File: src/rtl/cs_frame_pkg.sv
// rtl/cs_frame_pkg.sv - shared types for the chip-select frame generator
// Purpose: frame phase state encoding shared by the frame generator and its bench.
// Ports: none (package).
package cs_frame_pkg;

  typedef enum logic [2:0] {
    IDLE,
    SETUP,
    ACTIVE,
    HOLD,
    GAP
  } cs_state_t;

endpackage

File: src/rtl/cs_phase_counter.sv
// rtl/cs_phase_counter.sv - loadable down-counter timing one frame phase
// Purpose: counts down from a loaded value and holds at zero; zero marks the last
//          cycle of the current phase.
// Ports:
//   clk       in   1          system clock
//   rst       in   1          synchronous, active-high reset
//   load      in   1          load load_val this cycle (has priority over counting)
//   load_val  in   CNT_WIDTH  value to load (phase length minus one)
//   zero      out  1          count is zero
module cs_phase_counter #(
  parameter int CNT_WIDTH = 6
) (
  input  logic                 clk,
  input  logic                 rst,
  input  logic                 load,
  input  logic [CNT_WIDTH-1:0] load_val,
  output logic                 zero
);

  localparam logic [CNT_WIDTH-1:0] CNT_ONE = CNT_WIDTH'(1);

  logic [CNT_WIDTH-1:0] count;

  always_ff @(posedge clk) begin
    if (rst) begin
      count <= '0;
    end else if (load) begin
      count <= load_val;
    end else if (count != '0) begin
      count <= count - CNT_ONE;
    end
  end

  assign zero = (count == '0);

endmodule

File: src/rtl/cs_frame_generator.sv
// rtl/cs_frame_generator.sv - multi-channel SPI chip-select / frame generator
// Purpose: a rising edge on start launches one frame (setup, active, hold) on the
//          selected channel. Optional macro CS_GAP_EN adds an enforced idle gap
//          of GAP_CYC cycles after each frame.
// Ports:
//   clk        in   1               system clock
//   rst        in   1               synchronous, active-high reset
//   start      in   1               frame request, rising edge acted on
//   sel        in   clog2(NUM_CS)   target channel, sampled on the start edge
//   frame_len  in   CNT_WIDTH       active-phase length, sampled on the start edge
//   cs         out  NUM_CS          one-hot chip selects, active-high
//   sclk_en    out  1               high during the active phase only
//   busy       out  1               high from launch until a new edge is accepted
//   done       out  1               one-cycle pulse at frame end
module cs_frame_generator
  import cs_frame_pkg::*;
#(
  parameter int NUM_CS    = 4,
  parameter int CNT_WIDTH = 6,
  parameter int SETUP_CYC = 2,
  parameter int HOLD_CYC  = 1,
  parameter int GAP_CYC   = 4
) (
  input  logic                                        clk,
  input  logic                                        rst,
  input  logic                                        start,
  input  logic [((NUM_CS > 1) ? $clog2(NUM_CS) : 1)-1:0] sel,
  input  logic [CNT_WIDTH-1:0]                        frame_len,
  output logic [NUM_CS-1:0]                           cs,
  output logic                                        sclk_en,
  output logic                                        busy,
  output logic                                        done
);

  localparam int SEL_W = (NUM_CS > 1) ? $clog2(NUM_CS) : 1;
  localparam logic [CNT_WIDTH-1:0] CNT_ONE    = CNT_WIDTH'(1);
  localparam logic [CNT_WIDTH-1:0] SETUP_LOAD = CNT_WIDTH'((SETUP_CYC > 0) ? SETUP_CYC - 1 : 0);
  localparam logic [CNT_WIDTH-1:0] HOLD_LOAD  = CNT_WIDTH'((HOLD_CYC > 0) ? HOLD_CYC - 1 : 0);
  localparam logic [SEL_W:0]       NUM_CS_V   = (SEL_W + 1)'(NUM_CS);

  cs_state_t            state, state_d;
  logic                 start_q;
  logic                 start_edge;
  logic                 degenerate;
  logic                 latch;
  logic                 frame_end;
  logic                 done_d;
  logic                 done_q;
  logic                 cnt_load;
  logic                 cnt_zero;
  logic [CNT_WIDTH-1:0] cnt_load_val;
  logic [CNT_WIDTH-1:0] len_q;
  logic [SEL_W-1:0]     sel_q;

`ifdef CS_GAP_EN
  localparam logic [CNT_WIDTH-1:0] GAP_LOAD = CNT_WIDTH'((GAP_CYC > 0) ? GAP_CYC - 1 : 0);
`else
  // GAP_CYC has no effect when the post-frame gap is not built in.
  logic unused_gap_cyc;
  assign unused_gap_cyc = (GAP_CYC != 0);
`endif

  // start_q resets high so a start held through reset release is not an edge.
  assign start_edge = start & ~start_q;
  assign degenerate = (frame_len == '0) || ({1'b0, sel} >= NUM_CS_V);

  always_ff @(posedge clk) begin
    if (rst) begin
      state   <= IDLE;
      start_q <= 1'b1;
      done_q  <= 1'b0;
      sel_q   <= '0;
      len_q   <= '0;
    end else begin
      state   <= state_d;
      start_q <= start;
      done_q  <= done_d;
      if (latch) begin
        sel_q <= sel;
        len_q <= frame_len;
      end
    end
  end

  cs_phase_counter #(
    .CNT_WIDTH (CNT_WIDTH)
  ) u_phase_counter (
    .clk      (clk),
    .rst      (rst),
    .load     (cnt_load),
    .load_val (cnt_load_val),
    .zero     (cnt_zero)
  );

  always_comb begin
    state_d      = state;
    cnt_load     = 1'b0;
    cnt_load_val = '0;
    latch        = 1'b0;
    frame_end    = 1'b0;
    done_d       = 1'b0;
    case (state)
      IDLE: begin
        if (start_edge) begin
          if (degenerate) begin
            // Nothing to drive: report completion on the next cycle, stay idle.
            done_d = 1'b1;
          end else begin
            latch    = 1'b1;
            cnt_load = 1'b1;
            if (SETUP_CYC > 0) begin
              state_d      = SETUP;
              cnt_load_val = SETUP_LOAD;
            end else begin
              state_d      = ACTIVE;
              cnt_load_val = frame_len - CNT_ONE;
            end
          end
        end
      end
      SETUP: begin
        if (cnt_zero) begin
          state_d      = ACTIVE;
          cnt_load     = 1'b1;
          cnt_load_val = len_q - CNT_ONE;
        end
      end
      ACTIVE: begin
        if (cnt_zero) begin
          if (HOLD_CYC > 0) begin
            state_d      = HOLD;
            cnt_load     = 1'b1;
            cnt_load_val = HOLD_LOAD;
          end else begin
            frame_end = 1'b1;
          end
        end
      end
      HOLD: begin
        if (cnt_zero) begin
          frame_end = 1'b1;
        end
      end
      GAP: begin
        if (cnt_zero) begin
          state_d = IDLE;
        end
      end
      default: state_d = IDLE;
    endcase

    // done is registered, so it lands on the first cycle with cs low.
    if (frame_end) begin
      done_d = 1'b1;
`ifdef CS_GAP_EN
      if (GAP_CYC > 0) begin
        state_d      = GAP;
        cnt_load     = 1'b1;
        cnt_load_val = GAP_LOAD;
      end else begin
        state_d = IDLE;
      end
`else
      state_d = IDLE;
`endif
    end
  end

  assign cs      = (state == SETUP || state == ACTIVE || state == HOLD) ?
                   (NUM_CS'(1) << sel_q) : '0;
  assign sclk_en = (state == ACTIVE);
  assign busy    = (state != IDLE);
  assign done    = done_q;

endmodule
File: config.mk
export PLATFORM = sky130hd
export DESIGN_NAME = cs_frame_generator
export DESIGN_NICKNAME = d
export VERILOG_FILES = /design/src/rtl/cs_frame_pkg.sv /design/src/rtl/cs_phase_counter.sv /design/src/rtl/cs_frame_generator.sv
export SDC_FILE = /design/constraint.sdc
export NUM_CORES = 1
export LEC_CHECK = 0
export BUFFER_PORTS_ARGS = -buffer_cell sky130_fd_sc_hd__clkbuf_2
export CAP_MARGIN = 10
export CORE_ASPECT_RATIO = 1.25
export CORE_MARGIN = 2
export CORE_UTILIZATION = 40
export DETAILED_ROUTE_END_ITERATION = 7
export GPL_TIMING_DRIVEN = 0
export PLACE_DENSITY = 0.71
export SKIP_CTS_REPAIR_TIMING = 1
export SYNTH_ARGS = -nofsm -noshare
export SYNTH_HDL_FRONTEND = slang
export SYNTH_SLANG_ARGS = --single-unit
File: constraint.sdc
create_clock -name clk -period 6 [get_ports clk]
set_clock_uncertainty 0.2 [all_clocks]
set_input_delay 0.6 -clock clk [delete_from_list [all_inputs] [get_ports clk]]
set_output_delay 0.6 -clock clk [all_outputs]
set_load 0.02 [all_outputs]
-- After elaboration in Yosys (flattened, before gate mapping)
Index checks and enable logic that the tools add are counted.
- input bits: 11
- word-level logic and storage cells: 55
- output and inout port bits: 7
- memories kept: 0
- ROM bits: 0
- latch bits: 0
- register bits after elaboration: 19
- memory bits (writable): 0
- multipliers: 0
- reduce and logical (&&, ||, !) cells: 11
- order comparisons: 0
- $add $sub $neg: 2
- eq/ne operators: 9
- shifts and indexed selects: 1
- mux-type cells: 23
- div/mod/pow operators: 0
- bitwise logic cells: 3
- operators by type and width (kind ; count):
    $mux 6 ; 3
    $mux 3 ; 5
    $pmux 3 s5 ; 1
    $logic_not 6->1 ; 2
    $pmux 6 s2 ; 1
    $sub 6x1->6 const B ; 2
    $mux 1 ; 11
    $ne 2x2->1 const B ; 4
    $eq 3x2->1 const B ; 2
    $reduce_and 6->1 ; 1
    $reduce_bool 6->1 ; 1
    $mux 4 ; 1
    $reduce_or 2->1 ; 2
    $shl 1x2->4 const A ; 1
    $eq 3x1->1 const B ; 1
    $eq 3x3->1 const B ; 1
    $logic_not 3->1 ; 1
    $reduce_bool 3->1 ; 1
    $logic_or 1x1->1 ; 2
    $ne 2x1->1 const B ; 1
    $not 1->1 ; 2
    $pmux 1 s2 ; 1
    $reduce_bool 2->1 ; 1
    $and 1x1->1 ; 1

-- Longest topological paths before layout
Gate-level depths: netlist of the first run.
- depth in word-level cells: 5
- depth in mapped cells: 10
- gate-level depth less buffers: 7

-- Modules after synthesis
Synthesis of the first run repeated with hierarchy kept, for this count alone.
- cell total of the unflattened synthesis: 133
- area total of the unflattened synthesis: 1104.8 µm²
- by module, submodules not included (module ; instances ; cells each ; area each (µm²)):
    cs_frame_generator ; 1 ; 87 ; 709.4
    cs_phase_counter ; 1 ; 46 ; 395.4

-- Least setup slack after synthesis of the first run
OpenSTA, ideal clock, no wires.
- path type: input -> register
- start point: in frame_len[1]
- end point: reg state[0]
- setup time: 0.114 ns
- arrival: 1.794 ns
- slack: 3.891 ns
- required time: 5.686 ns
- stages on the path: 5
- path through: or4_4 o311ai_0 a221oi_1 mux2i_1 nor2_1
- longest elaborated chain between the ends: 3
- ends and longest elaborated chain (what ; line ; source):
    start, declared ; cs_frame_generator.sv:28 ; input logic [CNT_WIDTH-1:0] frame_len,
    $logic_not 6->1 ; cs_frame_generator.sv:65 ; assign degenerate = (frame_len == '0) || ({1'b0, sel} >= NUM_CS_V);
    $ne 2x2->1 (no source line) ; n/a ;
    $reduce_and 6->1 (no source line) ; n/a ;
    end signal, assigned ; cs_frame_generator.sv:75 ; state <= state_d;
    end, declared ; cs_frame_generator.sv:41 ; cs_state_t state, state_d;
No other way between the ends.
A chain may end at the register's enable or synchronous reset.

-- Worst setup path after layout of the first run
- start point: reg state[0]
- end point: out cs[3]
- longest elaborated chain between the ends: 4
- elaborated cells between the ends (all ways): 6
- ends and longest elaborated chain (what ; line ; source):
    $eq 3x1->1 or $eq 3x2->1 (tied branches) ; cs_frame_generator.sv:169 ; assign cs = (state == SETUP || state == ACTIVE || state == HOLD) ?
    $logic_or 1x1->1 ; cs_frame_generator.sv:169 ;
    $logic_or 1x1->1 * ; cs_frame_generator.sv:169 ;
    $mux 4 * ; cs_frame_generator.sv:169 ;
    end, declared ; cs_frame_generator.sv:29 ; output logic [NUM_CS-1:0] cs,
Mark *: on every way between the ends. The rest lies on a longest branch, timed or not.

==> results.toml, run 1 <==
[status]
status = "completed"

[die]
num_io_pins = 18
die_area_sq_um = 3180
placementRows = 21
coreArea_sq_um = 2650
initial_utilization_pct = 41.4
fp.dieW_um = 50.9
dieHeight_um = 62.6

[synth]
synth_top_flop_cell = "dfxtp_1"
async_flop_share_pct = 0
yosysSeqAreaShare_pct = 32.8
syn_nets = 148
synth_warnings = 0
synth_area_sq_um = 1100
synth-edff-count = 0
synth-seq-cells = 18
yosysMostFrequentCell = "nor2_1"
synth_cell_type_count = 36
synth_area_leader_cell = "dfxtp_1"
yosys-top-cells-count = "19 x nor2_1, 18 x dfxtp_1, 12 x nand2_1"
synth_area_per_cell_sq_um = 8.52
synth_top_cell_area_share_pct = 32.8
syn_inst = 129
yosys-top-cells-area = "dfxtp_1 33%, ha_1 9.1%, nor2_1 6.5%, xnor2_1 4.8%, nand2_1 4.1%"

[worst_setup_path]
critPathMaxFanout = 8
required_ns = 5.20
cp-end-kind = "output port"
max_stage_delay_ns = 0.43
cp_cell_sequence = "inv_1 > ha_1 > buf_4 > inv_1 > and3_1 > clkbuf_2"
cp-startpoint = "state[0]"
start_kind = "flop"
cp_slowest_cell = "dfxtp_1"
path_class = "flop to output port"
crit_top_cell = "inv_1"
crit_arrival_ns = 1.56
timing.rr.start = "state[0]"
r2r_setup_slack_ns = 3.79

[pwr]
p_per_area_nw_per_um2 = 423
ir_worst_vdd_uv = 223
power.leakage_nw = 0.570

[layout]
fin_cells = 184
design_area_sq_um = 1260
multiInputGateArea_sq_um = 667
seq_area_sq_um = 360
diodes = 0
fillers = 256
syn_to_final_growth_pct = 14.9
final_nets = 170
layout-drive-gt1-share_pct = 24.0

[timing]
tns_ns = 0
min_period_ns = 2.36
finalSetupViolCount = 0
finalMaxSlewViolations = 0
holdWs_ns = 0.276
final-hold-violation-count = 0
timing.final.ws_setup_ns = 3.64
rsz0062_at_grt = "false"
max_slew_margin_pct = 67.5
tightest_slew_ns = 0.488
max_freq_mhz = 423
fin_crit_sh_pct = 39.4

[route]
drcViolationCount = 0
totalWireLength_mm = 2.22
drt_first_pass_iters = 5
ant_nets = 0
drtIter0Drc = 28
routed_via_density = 5.15
routedWlPerCell_um = 12.1
vias = 947

[global_route]
grt_pass1_wl_mm = 4.04
antenna_found_initial = 0
globalRouteOverflowTotal = 0
grt_pass1_vias = 934
grt_max_degree = 11
grt_usage_pct = 16.0

[place]
port_buffers = 17
place_inst = 180
dpl_cell_area_sq_um = 1230
gp_congestion = 0.804
hpwl_mm = 1.75
place_ws_ns = 3.55

[worst_hold_path]
min_from = "len_q[5]"
hold_class = "flop to flop"

[clock_network]
cts_buffer_depth = 2
cts_tree = "yes"
cts-root-buf = "clkbuf_4"
cts_sinks = 18
cts_buffers = 3
clock_latency_ns = 0.30
clkSlewWorstSetupHoldPaths_ns = 0.11
htreeDepth = 1

[flow_run]
maxCapViolCount = 0
area by class of cell:
| type | count | area share (%) |
|---|---|---|
| Multi-Input combinational cell | 97 | 52.8 |
| Sequential cell | 18 | 28.5 |
| Timing Repair Buffer | 17 | 6.74 |
| Tap cell | 34 | 3.37 |
| Buffer | 6 | 3.27 |
| Clock buffer | 4 | 2.87 |
| Inverter | 8 | 2.38 |
routing by layer:
metal  global-route usage [%]  share of wire (%)  vias up
met4                     8.45                1.9        0
li1                         -                  -      482
met1                     18.0                 42      441
met3                     1.67                3.2        6
met2                     28.6                 53       18
met5                        0                  0        -
cells by family (layout without fill, tap and decap cells):
kind of cell / Yosys count / count (layout) / share of synthesized area, %
XOR/XNOR: 9 / 9 / 7.18
flip-flops: 18 / 18 / 32.8
AND/OR/NAND/NOR: 55 / 55 / 25.6
multiplexers: 4 / 4 / 3.64
AO/OA/AOI/OAI: 21 / 21 / 15.1
adder cells (fa/ha/maj): 8 / 8 / 9.11
buffers and inverters: 14 / 35 / 6.49
registers in the layout (all words and copies together) (netlist names):
signal	cells
done	1
len_q	6
sel_q	2
start_q	1
state	2
u_phase_counter.count	6
worst max-delay path, delay by kind of cell (launching register included):
family        cells  cell delay, ns
fa+ha+maj         1            0.20
buf+inv           4            0.48
flops             1            0.43
simple gates      1            0.15
cell usage in the layout (no fill, tap or decap):
| cell | n |
|---|---|
| nor2_1 | 19 |
| dfxtp_1 | 18 |
| clkbuf_2 | 17 |
| nand2_1 | 12 |
| inv_1 | 8 |
| ha_1 | 8 |
| xnor2_1 | 6 |
| a21oi_1 | 5 |
| nor3_1 | 4 |
| mux2i_1 | 4 |
| nor3_2 | 4 |
| nand3_1 | 4 |
| buf_4 | 3 |
| xor2_1 | 3 |
| o21a_1 | 3 |
| a22oi_1 | 3 |
| clkbuf_4 | 3 |
| nor3b_1 | 2 |
| clkbuf_1 | 2 |
| a21oi_2 | 2 |
| or2_2 | 2 |
| and3_1 | 1 |
| and3b_1 | 1 |
| or4_4 | 1 |
| o31ai_4 | 1 |
| nor2b_1 | 1 |
| and2_0 | 1 |
| a221o_2 | 1 |
| buf_6 | 1 |
| nand2b_1 | 1 |
| or3_1 | 1 |
| nand4_1 | 1 |
| a211o_1 | 1 |
| o21ai_0 | 1 |
| o31ai_1 | 1 |
| a21o_1 | 1 |
| o311ai_0 | 1 |
| a221oi_1 | 1 |
| clkbuf_8 | 1 |
metrics by stage:
step / power [W] / util, %
after floorplan: 0.000398 / -
after global placement: 0.000450 / 46.2
after detailed placement: 0.000457 / 46.2
after CTS: 0.000537 / 47.6
after global routing: 0.000579 / 47.6
final: 0.000534 / 47.6
path summary, 6_finish.rpt:
path / end / cells past startpoint
max: cs[3] / 6
min: len_q[5] / 2
max reg2reg: u_phase_counter.count[5] / 9
min reg2reg: len_q[5] / 2
report_power, final:
part / switching, W / total (W) / internal (W)
registers: 0.0000216 / 0.000165 / 0.000143
logic: 0.000163 / 0.000290 / 0.000127
clock network: 0.0000415 / 0.0000786 / 0.0000371
Note: power is estimated with default switching activity, not from simulation.
==> inputs of run 2 (changes only) <==
Settings changed: ABC_AREA from default to 1.
Clock period 6 ns to 2.3 ns, I/O delays scaled along.
==> run 2 against run 1 <==
  * First-iteration DRC count is 39% lower
  * Via count is 11% higher
  * Sequential share of layout area is 2.2 points lower
  * Cell count is 20% higher
  * Clock-buffer cell count stayed put
  * Hold slack worse by 0.27 ns
  * Combinational power grew to 3.2 times the previous value
  * Design area is 8.2% higher
  * Critical path depth is 2 lower
  * Critical endpoint unchanged
==> results.toml, run 2 <==
[place]
port_buffers = 17
hpwl_mm = 1.85
gp_congestion = 0.780
dpl_cell_area_sq_um = 1310
place_ws_ns = 0.506

[timing]
finalSetupViolCount = 0
max_slew_margin_pct = 75.1
rsz0062_at_grt = "false"
min_period_ns = 1.93
tns_ns = 0
final-hold-violation-count = 0
tightest_slew_ns = 0.374
fin_crit_sh_pct = 83.9
finalMaxSlewViolations = 0
max_freq_mhz = 518
timing.final.ws_setup_ns = 0.370

[layout]
layout_common_cells = "23 x inv_1, 23 x nor2_1, 22 x nand2_1, 18 x dfxtp_1, 17 x clkbuf_2"
layout-drive-gt1-share_pct = 21.2
reg_top3 = "len_q (6), u_phase_counter.count (6)"
syn_to_final_growth_pct = 15.8
design_area_sq_um = 1370
final_nets = 204
diodes = 0

[synth]
synth_top_cell_area_share_pct = 30.5
yosys-top-cells-area = "dfxtp_1 31%, ha_1 8.5%, inv_1 7.3%, nor2_1 7.3%, nand2_1 7.0%"
syn_inst = 161
synth_area_per_cell_sq_um = 7.33
async_flop_share_pct = 0
synth_top_flop_cell = "dfxtp_1"
synth_warnings = 0
yosysSeqAreaShare_pct = 30.5
synth_compound_area_share_pct = 12.0
yosys-top-cells-count = "23 x inv_1, 23 x nor2_1, 22 x nand2_1"
synth_top_family_by_area = "simple AND/OR/NAND/NOR gates"
synth-seq-cells = 18
synth-edff-count = 0
synth_area_sq_um = 1180
synth_area_leader_cell = "dfxtp_1"
synth_cell_type_count = 26
synth-xor-area-share_pct = 4.45
yosys.area_share.simple_pct = 36.2
synth_mux_area_share_pct = 0
syn_nets = 180
synthAdderAreaFrac_pct = 8.48

[die]
num_io_pins = 18
initial_utilization_pct = 41.2
fp.dieW_um = 52.6
dieHeight_um = 64.7
placementRows = 22
coreArea_sq_um = 2860
die_area_sq_um = 3400

[global_route]
grt_pass1_vias = 987
grt_usage_pct = 15.6
globalRouteOverflowTotal = 0
grt_max_degree = 11
antenna_found_initial = 0
grt_pass1_wl_mm = 4.02

[worst_hold_path]
hold_class = "input pin to flop"

[pwr]
intPower_w = 0.000830
p_per_area_nw_per_um2 = 1140
power_frac_comb_pct = 58.9
power.leakage_nw = 0.644
pwr-share-seq_pct = 28.4
clockPowerShare_pct = 12.6
swShare_pct = 46.6
ir_worst_vdd_uv = 625
p_switching_w = 0.000725
total_power_w = 0.00155

[worst_setup_path]
cp-end-kind = "output port"
required_ns = 1.87
critPathMaxFanout = 7
path_class = "flop to output port"
crit_arrival_ns = 1.50
start_kind = "flop"

[clock_network]
cts_sinks = 18
cts_tree = "yes"
cts_buffers = 3
clock_latency_ns = 0.30
htreeDepth = 1
cts-root-buf = "clkbuf_4"
clkSlewWorstSetupHoldPaths_ns = 0.10
cts_buffer_depth = 2

[route]
drt_first_pass_iters = 4
routedWlPerCell_um = 10.4
drtIter0Drc = 17
routed_via_density = 4.76
drcViolationCount = 0
ant_nets = 0
vias = 1048
totalWireLength_mm = 2.28

[flow_run]
maxCapViolCount = 0

[status]
status = "completed"
## run 2: path summary, 6_finish.rpt
| kind | from | endpoint | slack, ns | cells after the start |
|---|---|---|---|---|
| setup reg to reg | state[0] | sel_q[0] | 0.49 | 8 |
| setup / recovery | state[0] | cs[3] | 0.37 | 4 |
| hold reg to reg | len_q[5] | len_q[5] | 0.28 | 2 |
| hold / removal | sel[0] | sel_q[0] | 0.007 | 3 |
## run 2: final cells by class
type                            count  area (sq um)
Timing Repair Buffer               19           105
Clock buffer                        4          36.3
Buffer                              2          8.76
Sequential cell                    18           360
Inverter                           24          90.1
Fill cell                         308          1500
Tap cell                           36          45.0
Multi-Input combinational cell    117           721
## run 2: stage by stage
step	hold WS [ns]	util (%)	instances
after global placement	0.239	45.8	214
after detailed placement	0.239	45.8	214
after CTS	-0.0832	47.0	218
after global routing	0.00923	47.7	220
final	0.00676	47.7	220
after floorplan	0.0991	-	161
## run 2: power groups by stage
stage / Combinational, W / Clock (W) / Sequential [W]
after floorplan: 0.000768 / 0 / 0.000438
after global placement: 0.000906 / 0 / 0.000449
after detailed placement: 0.000914 / 0 / 0.000451
after CTS: 0.000922 / 0.000207 / 0.000444
after global routing: 0.00103 / 0.000223 / 0.000453
final: 0.000917 / 0.000197 / 0.000442
## run 2: logic make-up (layout without fill, tap and decap cells)
kind of cell	Yosys count	in the layout
compound gates	26	26
xor+xnor	6	6
fa+ha+maj	8	8
buf+inv	26	49
flops	18	18
simple gates	77	77
## run 2: worst max-delay path, cell delays in order (launching register included)
cell      delay [ns]
dfxtp_1         0.43
inv_1           0.09
ha_1            0.29
nor3_1          0.20
clkbuf_2        0.19
## run 2: metal layers
layer / wire length [um] / global-route usage, %
met1: 1010 / 18.3
met2: 1160 / 27.3
met3: 61 / 1.38
met4: 51 / 8.01
met5: 0 / 0
==> inputs of run 3 (changes only) <==
Settings changed: PLACE_DENSITY 0.71 to 0.73.
Clock period 2.3 ns to 1.7 ns, I/O delays scaled along.
==> run 3 against run 2 <==
  * The run now ends with hold timing left
  * Critical path depth unchanged
  * Routed wire length increased by 14%
  * Setup slack got worse by 0.35 ns
  * Largest cell class unchanged
  * Largest power group unchanged
  * Highest routed layer unchanged
==> results.toml, run 3 (same netlist as run 2, synthesis figures left out) <==
[worst_setup_path]
crit_arrival_ns = 1.67
cp_cell_sequence = "dlygate4sd3_1 > clkbuf_2 > or2_2 > dlygate4sd3_1"
r2r_setup_slack_ns = 0.04
start_kind = "input pin"
critPathMaxFanout = 4
cp_slowest_cell = "dlygate4sd3_1"
max_stage_delay_ns = 0.56
path_class = "input pin to flop"
timing.rr.start = "state[1]"
required_ns = 1.69
reg2reg_depth = 8
crit_top_cell = "dlygate4sd3_1"
cp-end-kind = "flop"
r2r-end = "len_q[0]"

[clock_network]
clock_latency_ns = 0.30
cts_tree = "yes"
htreeDepth = 1
cts_buffers = 3
cts_sinks = 18
cts-root-buf = "clkbuf_4"
clkSlewWorstSetupHoldPaths_ns = 0.11
cts_buffer_depth = 2

[timing]
tightest_slew_ns = 0.383
max_slew_margin_pct = 74.5
max_freq_mhz = 596
finalSetupViolCount = 0
holdWs_ns = -0.0196
finalMaxSlewViolations = 0
timing.final.ws_setup_ns = 0.0221
rsz0062_at_grt = "true"
fin_crit_sh_pct = 98.7
final-hold-violation-count = 3
min_period_ns = 1.68

[global_route]
grt_pass1_wl_mm = 4.00
grt_max_degree = 11
grt_usage_pct = 15.5
globalRouteOverflowTotal = 0
grt_pass1_vias = 946
antenna_found_initial = 0

[die]
num_io_pins = 18
fp.dieW_um = 52.6
die_area_sq_um = 3400
dieHeight_um = 64.7
initial_utilization_pct = 41.2
coreArea_sq_um = 2860
placementRows = 22

[pwr]
power.leakage_nw = 0.712
ir_worst_vdd_uv = 877
p_per_area_nw_per_um2 = 1490

[worst_hold_path]
hold_class = "input pin to flop"
min_to = "len_q[4]"
min_from = "frame_len[4]"
hold_depth = 3

[layout]
reg_top3 = "len_q (6), u_phase_counter.count (6)"
layout_commonest_cell = "nor2_1"
layout-drive-gt1-share_pct = 28.8
fillers = 285
final_nets = 218
fin_util_pct = 53.3
syn_to_final_growth_pct = 29.4
layout_common_cells = "22 x nor2_1, 21 x nand2_1, 20 x inv_1, 16 x dfxtp_1, 13 x clkbuf_2"
diodes = 0

[place]
place_ws_ns = -0.137
hpwl_mm = 1.87
gp_congestion = 0.782
port_buffers = 17

[status]
violations = "hold timing"
status = "finished with violations"

[route]
drt_first_pass_iters = 5
routedWlPerCell_um = 11.1
drcViolationCount = 0
totalWireLength_mm = 2.60
vias = 1147
drtIter0Drc = 9
ant_nets = 0
routed_via_density = 4.90

[flow_run]
maxCapViolCount = 0
## run 3: worst max-delay path by stage
stage / from / endpoint / slack (ns) / cells after the start
2_1_floorplan: state[0] / len_q[0] / 0.01 / 8
3_3_place_gp: state[0] / sel_q[0] / -0.13 / 8
3_5_place_dp: state[0] / sel_q[0] / -0.14 / 8
4_1_cts: state[0] / cs[3] / -0.21 / 4
5_1_grt: state[1] / len_q[0] / -0.07 / 8
6_report: rst / start_q / 0.02 / 4
## run 3: cell type report
| class | count | area [sq um] | share of cell area (%) |
|---|---|---|---|
| repair buffers | 33 | 228 | 14.9 |
| flip-flops and latches | 18 | 368 | 24.1 |
| plain buffers | 2 | 8.76 | 0.574 |
| well taps | 36 | 45.0 | 2.95 |
| clock buffers | 4 | 36.3 | 2.38 |
| multi-input cells | 117 | 751 | 49.2 |
| inverters | 24 | 90.1 | 5.90 |
## run 3: through the flow
step | power [W] | area (sq um) | hold slack (ns) | std cells | TNS, ns
CTS | 0.00213 | 1350 | -0.135 | 218 | -1.85
finish | 0.00228 | 1530 | -0.0196 | 234 | 0
detailed placement | 0.00185 | 1310 | 0.178 | 214 | -0.884
global placement | 0.00183 | 1310 | 0.176 | 214 | -0.554
floorplan | 0.00163 | 1180 | 0.0391 | 161 | 0
global route | 0.00250 | 1530 | 0.00793 | 234 | -0.212
## run 3: power breakdown
group / internal (W) / switching, W / leakage, nW
clock: 0.000131 / 0.000147 / 0.0210
combinational: 0.000582 / 0.000807 / 0.542
sequential: 0.000526 / 0.0000886 / 0.149
## run 3: worst max-delay path: cells and delay by family
kind,cells,cell delay (ns)
buffers and inverters,3,1.23
and+or+nand+nor,1,0.27
## run 3: layer usage
metal  up-vias  wire length [um]  track usage [%]  part of all wire (%)
li1        591                 -                -                     -
met1       532              1140             19.3                    44
met2        16              1350             25.6                    52
met3         8                38             2.76                   1.5
met4         0                65             6.41                   2.5
met5         -                 0                0                     0
